===== src/rtl/imem_stream_loader_if.sv =====
// Host/boot-side stream and instruction-memory write bus of the loader.
interface imem_stream_loader_if;
  logic        start;
  logic [9:0]  length_words;
  logic        abort;
  logic [7:0]  byte_in;
  logic        byte_valid;
  logic        byte_ready;
  logic        mem_we;
  logic [31:0] mem_addr;
  logic [31:0] mem_wdata;
  logic        busy;
  logic        done;
  logic        error;
  logic [9:0]  words_loaded;

  // Host / boot controller side
  modport master (
    output start, length_words, abort, byte_in, byte_valid,
    input  byte_ready, mem_we, mem_addr, mem_wdata, busy, done, error, words_loaded
  );

  // Loader side
  modport slave (
    input  start, length_words, abort, byte_in, byte_valid,
    output byte_ready, mem_we, mem_addr, mem_wdata, busy, done, error, words_loaded
  );
endinterface


===== src/rtl/imem_stream_loader.sv =====
// Instruction-memory writer: packs a byte stream into 32-bit words and
// writes them to word-aligned addresses 0, 4, 8, ... before core release.
module imem_stream_loader #(
  parameter int DEPTH      = 512,
  parameter bit BIG_ENDIAN = 1'b1
) (
  input  logic               clk,
  input  logic               rst,
  imem_stream_loader_if.slave bus
);

  typedef enum logic [1:0] {S_IDLE, S_LOAD, S_WRITE, S_DONE} state_t;

  localparam logic [10:0] DEPTH_W = 11'(DEPTH);

  state_t      state_q, state_d;
  logic [1:0]  idx_q, idx_d;
  logic [31:0] shift_q, shift_d;
  logic [31:0] wdata_q, wdata_d;
  logic [31:0] addr_q, addr_d;
  logic [9:0]  len_q, len_d;
  logic [9:0]  wl_q, wl_d;
  logic        err_q, err_d;
  logic [31:0] shift_nxt;

  // Insert one byte into the assembly register according to byte order.
  function automatic logic [31:0] place_byte(input logic [31:0] sr, input logic [7:0] b);
    if (BIG_ENDIAN)
      return {sr[23:0], b};
    else
      return {b, sr[31:8]};
  endfunction

  assign shift_nxt = place_byte(shift_q, bus.byte_in);

  // Next-state and datapath update; abort wins over accept and write.
  always_comb begin
    state_d = state_q;
    idx_d   = idx_q;
    shift_d = shift_q;
    wdata_d = wdata_q;
    addr_d  = addr_q;
    len_d   = len_q;
    wl_d    = wl_q;
    err_d   = err_q;
    case (state_q)
      S_IDLE: begin
        if (bus.start) begin
          err_d = 1'b0;
          if (bus.length_words == 10'd0) begin
            state_d = S_DONE;
          end else if ({1'b0, bus.length_words} > DEPTH_W) begin
            err_d   = 1'b1;
            state_d = S_DONE;
          end else begin
            len_d   = bus.length_words;
            wl_d    = 10'd0;
            idx_d   = 2'd0;
            state_d = S_LOAD;
          end
        end
      end
      S_LOAD: begin
        if (bus.abort) begin
          idx_d   = 2'd0;
          state_d = S_IDLE;
        end else if (bus.byte_valid) begin
          shift_d = shift_nxt;
          idx_d   = idx_q + 2'd1;
          if (idx_q == 2'd3) begin
            // Word address follows the count of words already written.
            wdata_d = shift_nxt;
            addr_d  = {20'd0, wl_q, 2'b00};
            state_d = S_WRITE;
          end
        end
      end
      S_WRITE: begin
        if (bus.abort) begin
          idx_d   = 2'd0;
          state_d = S_IDLE;
        end else begin
          wl_d    = wl_q + 10'd1;
          idx_d   = 2'd0;
          state_d = ((wl_q + 10'd1) == len_q) ? S_DONE : S_LOAD;
        end
      end
      default: begin
        state_d = S_IDLE;
      end
    endcase
  end

  // State and datapath registers, cleared asynchronously.
  always_ff @(posedge clk or posedge rst) begin
    if (rst) begin
      state_q <= S_IDLE;
      idx_q   <= 2'd0;
      shift_q <= 32'd0;
      wdata_q <= 32'd0;
      addr_q  <= 32'd0;
      len_q   <= 10'd0;
      wl_q    <= 10'd0;
      err_q   <= 1'b0;
    end else begin
      state_q <= state_d;
      idx_q   <= idx_d;
      shift_q <= shift_d;
      wdata_q <= wdata_d;
      addr_q  <= addr_d;
      len_q   <= len_d;
      wl_q    <= wl_d;
      err_q   <= err_d;
    end
  end

  assign bus.byte_ready   = (state_q == S_LOAD);
  assign bus.mem_we       = (state_q == S_WRITE) && !bus.abort;
  assign bus.busy         = (state_q == S_LOAD) || (state_q == S_WRITE);
  assign bus.done         = (state_q == S_DONE);
  assign bus.mem_addr     = addr_q;
  assign bus.mem_wdata    = wdata_q;
  assign bus.error        = err_q;
  assign bus.words_loaded = wl_q;

endmodule


===== src/flat_wrapper.sv =====
// flat-port wrapper written by rule: the top's interface ports become plain ports
module imem_stream_loader_flat 
#(
  parameter int DEPTH      = 512,
  parameter bit BIG_ENDIAN = 1'b1
)
  (clk, rst, bus_start, bus_length_words, bus_abort, bus_byte_in, bus_byte_valid, bus_byte_ready, bus_mem_we, bus_mem_addr, bus_mem_wdata, bus_busy, bus_done, bus_error, bus_words_loaded);
  imem_stream_loader_if bus_i ();
  input  logic clk;
  input  logic rst;
  input wire logic [$bits(bus_i.start)-1:0] bus_start;
  input wire logic [$bits(bus_i.length_words)-1:0] bus_length_words;
  input wire logic [$bits(bus_i.abort)-1:0] bus_abort;
  input wire logic [$bits(bus_i.byte_in)-1:0] bus_byte_in;
  input wire logic [$bits(bus_i.byte_valid)-1:0] bus_byte_valid;
  output wire logic [$bits(bus_i.byte_ready)-1:0] bus_byte_ready;
  output wire logic [$bits(bus_i.mem_we)-1:0] bus_mem_we;
  output wire logic [$bits(bus_i.mem_addr)-1:0] bus_mem_addr;
  output wire logic [$bits(bus_i.mem_wdata)-1:0] bus_mem_wdata;
  output wire logic [$bits(bus_i.busy)-1:0] bus_busy;
  output wire logic [$bits(bus_i.done)-1:0] bus_done;
  output wire logic [$bits(bus_i.error)-1:0] bus_error;
  output wire logic [$bits(bus_i.words_loaded)-1:0] bus_words_loaded;
  assign bus_i.start = bus_start;
  assign bus_i.length_words = bus_length_words;
  assign bus_i.abort = bus_abort;
  assign bus_i.byte_in = bus_byte_in;
  assign bus_i.byte_valid = bus_byte_valid;
  assign bus_byte_ready = bus_i.byte_ready;
  assign bus_mem_we = bus_i.mem_we;
  assign bus_mem_addr = bus_i.mem_addr;
  assign bus_mem_wdata = bus_i.mem_wdata;
  assign bus_busy = bus_i.busy;
  assign bus_done = bus_i.done;
  assign bus_error = bus_i.error;
  assign bus_words_loaded = bus_i.words_loaded;
  imem_stream_loader #(.DEPTH(DEPTH), .BIG_ENDIAN(BIG_ENDIAN)) u_core (.clk(clk), .rst(rst), .bus(bus_i));
endmodule

===== config.mk =====
export PLATFORM = sky130hd
export DESIGN_NAME = imem_stream_loader_flat
export DESIGN_NICKNAME = d
export VERILOG_FILES = /design/src/rtl/imem_stream_loader_if.sv /design/src/rtl/imem_stream_loader.sv /design/src/flat_wrapper.sv
export SDC_FILE = /design/constraint.sdc
export NUM_CORES = 1
export LEC_CHECK = 0
export CORE_UTILIZATION = 30
export CTS_CLUSTER_DIAMETER = 200
export DETAILED_ROUTE_END_ITERATION = 6
export GPL_TIMING_DRIVEN = 0
export PLACE_DENSITY = 0.53
export SETUP_SLACK_MARGIN = 0.4
export SYNTH_ARGS = -nofsm -noshare
export SYNTH_HDL_FRONTEND = slang
export SYNTH_SLANG_ARGS = --single-unit

===== constraint.sdc =====
create_clock -name clk -period 2.8 [get_ports clk]
set_input_delay 0.56 -clock clk [delete_from_list [all_inputs] [get_ports clk]]
set_output_delay 0.56 -clock clk [all_outputs]
set_load 0.005 [all_outputs]

==> reports/qor.txt, run 1 <==
WP data required: 2240 ps
Leak: 2.591 nW
worst-path fanout max: 7
antenna violations before repair: 0
global-route wire length before repair: 15,760 um
final antenna-violating net count: 0
Filler cells: 1,374
Max Cap Violations: 0
DPL Wire Length: 7238 um
Post-synth EDFFs: 0
GR peak layer: met2
drt pass-1 iters: 4
grt met3 use: 0.02820
Crit path max-delay family: buffers and inverters
DRC: 0
crit path launch type: input port
Pwr Density: 714.6 nW/um2
sequential share of the synthesized area: 0.5355
yosys warns: 0
ys async rst share: 1.000
die footprint: 14,660 um2
Setup Skew: 5.906 ps
Register-to-Register Path Depth: 6
worst slew pin tran: 593.1 ps
crit-path cells: dlygate4sd2_1, nand2b_1, inv_2, clkbuf_8, clkdlybuf4s50_1
Vias/cell: 4.622
synth top area cells: dfrtp_1, mux2_2, buf_4, o21ai_0, ha_1
top-area cell type share of the netlist area: 0.5355
DRT iter0 DRCs: 108
HP Start: u_core.shift_q[22]$_DFFE_PP0P_
setup slack, reg-to-reg: 510 ps
CTS max path bufs: 2
post-DR wirelength/cell: 15.14 um
DR vias: 2,981
CTS tree: built
Reg-to-Reg End: u_core.shift_q[23]$_DFFE_PP0P_
clock-pin slew on the worst setup and hold paths: 60 ps
fmax: 417.1 MHz
P&R area growth vs syn: 35.54%
Main synth FF type: dfrtp_1
Final Max Tran Viols: 0
Nets: 490
Yosys reg bits: 91
I/O pin count: 102
synth unique cells: 47
Yosys top cell by area: dfrtp_1
M1 GR Usage: 0.1900
Worst R2R Start: u_core.state_q[1]$_DFFE_PP0P_
share of layout cells above drive strength 1: 0.2882
worst setup margin: 402.6 ps
Syn Inst Count: 344
H-tree Lvls: 3
Critical Setup Path Class: input port to primary output
Rows: 43
Fin. Hold Viols: 0
Core Region: 13,880 um2
most common cell in the netlist: dfrtp_1
final wirelength: 9768 um
Place WS: -298.8 ps
Final Setup Violations: 0
Root Driver: clkbuf_16
Max stage delay on crit path: 490 ps
Relative slew margins: 0.6046
Tot GR Track Use: 0.1415
RSZ-0062 raised after global routing: yes
period utilisation layout: 0.8562
WP data arrival: 1840 ps
Placement Cell Area: 5391 um2
Overflow after GRT: 0
Post-synth top cells: dfrtp_1, mux2_2, o21ai_0
CTS buffer count: 9
pin count of the biggest net entering global routing: 43
Post-Syn Area: 4253 um2
met2 GRT Util: 0.2232
Total Power: 4.119 mW
CP Capture Type: primary output
post-route cell area: 5764 um2
Hold Path Stages: 1
min cycle time layout: 2397 ps
clock sinks: 91
gpl congestion: 0.8066
Worst Path Buf+Inv: 4
run status: complete, no violations
DIE WIDTH: 121.1 um
die height: 121.1 um
min-delay worst type: flip-flop to flip-flop
port buffer count: 79
ant diodes: 0
Worst IR Drop VDD: 0.2589 mV
initial core utilization: 0.3064
Hold WS: 502.0 ps
vias in the first global route: 2,934
Worst Setup SP: bus_abort
slowest stage cell, crit path: clkdlybuf4s50_1
worst skew pair latency: 330 ps
Hold Path End: u_core.shift_q[22]$_DFFE_PP0P_
Avg Cell Area, Syn: 12.36 um2
==> cell usage in the layout (no fill, tap or decap), drive strengths merged, types with 6 or more instances in the layout <==
cell type and count:
dfrtp 91, clkdlybuf4s50 78, mux2 74, buf 33, o21ai 23, conb 22, clkbuf 20, nand2 15
nor2 11, nand3 9, xnor2 8, inv 8, nand2b 6, ha 6
==> flip-flops by register name, summed over array words and instances (netlist names) <==
register,cells
u_core.bus.mem_wdata,32
u_core.bus.words_loaded,10
u_core.len_q,10
u_core.idx_q,2
u_core.state_q,2
u_core.bus.error,1
u_core.shift_q,24
u_core.bus.mem_addr,10
==> worst register-to-register path, cell delays in order (launching register included) <==
cell and delay, ps:
dfrtp_1 420, inv_1 110, ha_1 230, nor2b_1 200
nand2_1 300, clkbuf_1 510, mux2_2 410
==> layer usage <==
metal / share of wire / wire length (um)
met5: 0 / 0
met1: 0.47 / 4567
met3: 0.033 / 324
met2: 0.48 / 4700
met4: 0.018 / 176
==> how the worst max path moves through the flow <==
stage                                  end  slack (ps)  cells past startpoint
2_1_floorplan  u_core.idx_q[0]$_DFFE_PP0P_         870                      5
4_1_cts                         bus_mem_we         360                      6
6_report                        bus_mem_we         400                      5
5_1_grt                         bus_mem_we         360                      5
3_5_place_dp                    bus_mem_we        -300                      5
3_3_place_gp                    bus_mem_we        -330                      5
==> layout make-up <==
cell class | count | area (um2) | share of cell area
inverters | 9 | 37.54 | 0.006512
clock buffers | 11 | 232.7 | 0.04037
flip-flops and latches | 91 | 2277 | 0.3951
repair buffers | 85 | 859.6 | 0.1491
multi-input cells | 229 | 1818 | 0.3154
plain buffers | 36 | 237.7 | 0.04124
clock inverters | 4 | 76.32 | 0.01324
well taps | 180 | 225.2 | 0.03907
==> report_power, final <==
group	internal [mW]	switching [mW]
Clock	0.779	0.487
Combinational	0.576	0.463
Sequential	1.59	0.220
Total	2.95	1.17
==> what timing repair did <==
action                                 4_1_cts  5_1_grt
setup endpoints to repair                   24       31
pin swaps                                    0        1
gates resized for setup                      8        6
endpoints found under the hold margin        0        0
hold buffers                                 0        0
buffers inserted                             2        2
==> logic make-up (layout without fill, tap and decap cells) <==
logic type,Yosys count,count (layout),synth area share
flops,91,91,0.5355
simple gates,66,66,0.08473
buf+inv,45,145,0.06090
fa+ha+maj,6,6,0.01765
compound gates,47,47,0.07414
other cells,1,22,0.0008818
mux,76,76,0.2015
xor+xnor,12,12,0.02471
==> stage by stage <==
step | instances | util | setup TNS, ps
floorplan | 365 | - | 0
global placement | 624 | 0.3855 | -1282
detailed placement | 626 | 0.3884 | -1323
CTS | 643 | 0.4136 | 0
global route | 645 | 0.4153 | 0
finish | 645 | 0.4153 | 0
Note: power is estimated with default switching activity, not from simulation.
==> run 2, diff against run 1 <==
--- a/config.mk
+++ b/config.mk
@@ -6,6 +6,7 @@
 export NUM_CORES = 1
 export LEC_CHECK = 0
 export CORE_UTILIZATION = 30
+export CTS_BUF_LIST = sky130_fd_sc_hd__clkbuf_8
 export CTS_CLUSTER_DIAMETER = 200
 export DETAILED_ROUTE_END_ITERATION = 6
 export GPL_TIMING_DRIVEN = 0
==> run 2 against run 1 <==
Count of clock-buffer cells in the layout shrank 2. Sequential power is essentially flat. Largest cell class unchanged. Combinational power is essentially flat. Largest power group unchanged. Sequential share of layout area grew 0.71 points. Critical path depth is the same. Fmax grew 0.74%. Register-to-register slack is essentially flat.
==> reports/qor.txt, run 2 (same netlist as run 1, synthesis figures left out) <==
WL met1: 4509 um
Total Power: 3.814 mW
Nets: 490
global-route wire length before repair: 15,700 um
DR vias: 2,986
worst slew pin tran: 595.9 ps
final antenna-violating net count: 0
worst setup margin: 420.3 ps
Overflow after GRT: 0
WP data required: 2240 ps
clock sinks: 91
worst-path fanout max: 7
Worst IR Drop VDD: 0.2678 mV
initial core utilization: 0.3064
Hold WS: 507.7 ps
Final Max Tran Viols: 0
fmax: 420.2 MHz
Relative slew margins: 0.6027
gpl congestion: 0.8066
post-DR wirelength/cell: 15.19 um
clock-pin slew on the worst setup and hold paths: 90 ps
run status: complete, no violations
Fin. Hold Viols: 0
share of layout cells above drive strength 1: 0.2882
antenna violations before repair: 0
die footprint: 14,660 um2
vias in the first global route: 2,955
drt pass-1 iters: 4
RSZ-0062 raised after global routing: yes
Critical Setup Path Class: input port to primary output
Leak: 2.553 nW
met2 WL post-DR: 4729 um
crit path launch type: input port
Tot GR Track Use: 0.1415
CTS tree: built
commonest non-fill, non-tap cell in the layout: dfrtp_1
I/O pin count: 102
Rows: 43
H-tree Lvls: 3
Max Cap Violations: 0
period utilisation layout: 0.8499
pin count of the biggest net entering global routing: 43
Pwr Density: 673.5 nW/um2
Vias/cell: 4.629
CP Capture Type: primary output
CTS Hold Buffers Added: 0
min-delay worst type: flip-flop to flip-flop
Root Driver: clkbuf_8
commonest non-fill, non-tap cells in the layout: dfrtp_1, clkdlybuf4s50_1, mux2_2
CTS buffer count: 9
CTS max path bufs: 2
final wirelength: 9795 um
Filler cells: 1,387
DR top layer: met4
DPL Wire Length: 7238 um
die height: 121.1 um
DRT iter0 DRCs: 104
Met3 Wirelength: 398 um
P&R area growth vs syn: 33.16%
port buffer count: 79
WP data arrival: 1820 ps
Setup Skew: 4.828 ps
Final Setup Violations: 0
DRC: 0
min cycle time layout: 2380 ps
Place WS: -298.8 ps
DIE WIDTH: 121.1 um
worst skew pair latency: 360 ps
ant diodes: 0
Core Region: 13,880 um2
max reg flops: 32
[run 2: area by class of cell]
cell class              count  area [um2]  area share
plain buffers              36       237.7     0.04198
clock buffers               9       123.9     0.02187
clock inverters             6       83.83     0.01480
inverters                   9       37.54    0.006628
multi-input cells         229        1818      0.3210
flip-flops and latches     91        2277      0.4021
well taps                 180       225.2     0.03977
repair buffers             85       859.6      0.1518
[run 2: where the power goes]
part | leakage, nW | switching [mW] | internal [mW]
Combinational | 1.24 | 0.470 | 0.576
Sequential | 1.21 | 0.218 | 1.59
Clock | 0.108 | 0.465 | 0.493
Total | 2.55 | 1.15 | 2.66
[run 2: repair_timing]
| item | in CTS | in global routing |
|---|---|---|
| gates cloned | 0 | 0 |
| pin swaps | 0 | 1 |
| gates resized for setup | 8 | 6 |
| setup buffers | 3 | 1 |
| endpoints found under the setup margin | 17 | 29 |
[run 2: critical path: stages]
cell and delay [ps]:
dlygate4sd2_1 330, nand2b_1 220, inv_2 80, clkbuf_8 130, clkdlybuf4s50_1 490
[run 2: worst paths after layout]
check	endpoint	startpoint	slack (ps)	cells after the start
max	bus_mem_we	bus_abort	420	5
min	u_core.shift_q[22]$_DFFE_PP0P_	u_core.shift_q[22]$_DFFE_PP0P_	510	1
max reg2reg	u_core.shift_q[23]$_DFFE_PP0P_	u_core.state_q[0]$_DFFE_PP0P_	510	6
min reg2reg	u_core.shift_q[22]$_DFFE_PP0P_	u_core.shift_q[22]$_DFFE_PP0P_	510	1
max in group asynchronous	u_core.bus.mem_wdata[8]$_DFFE_PP0P_	rst	1440	4
min in group asynchronous	u_core.bus.error$_DFFE_PP0P_	rst	570	2
[run 2: per-stage QoR]
stage	setup TNS, ps	util	std cells	instance area, um2
after global placement	-1282	0.3855	624	5351
after CTS	0	0.4069	644	5648
final	0	0.4080	645	5663
after floorplan	0	-	365	4335
after global routing	0	0.4080	645	5663
after detailed placement	-1323	0.3884	626	5391
[run 2: routing by layer]
layer / global-route usage / up-vias
met5: 0 / -
met4: 0.05478 / 0
met3: 0.02632 / 16
met2: 0.2254 / 74
met1: 0.1900 / 1479
li1: - / 1417
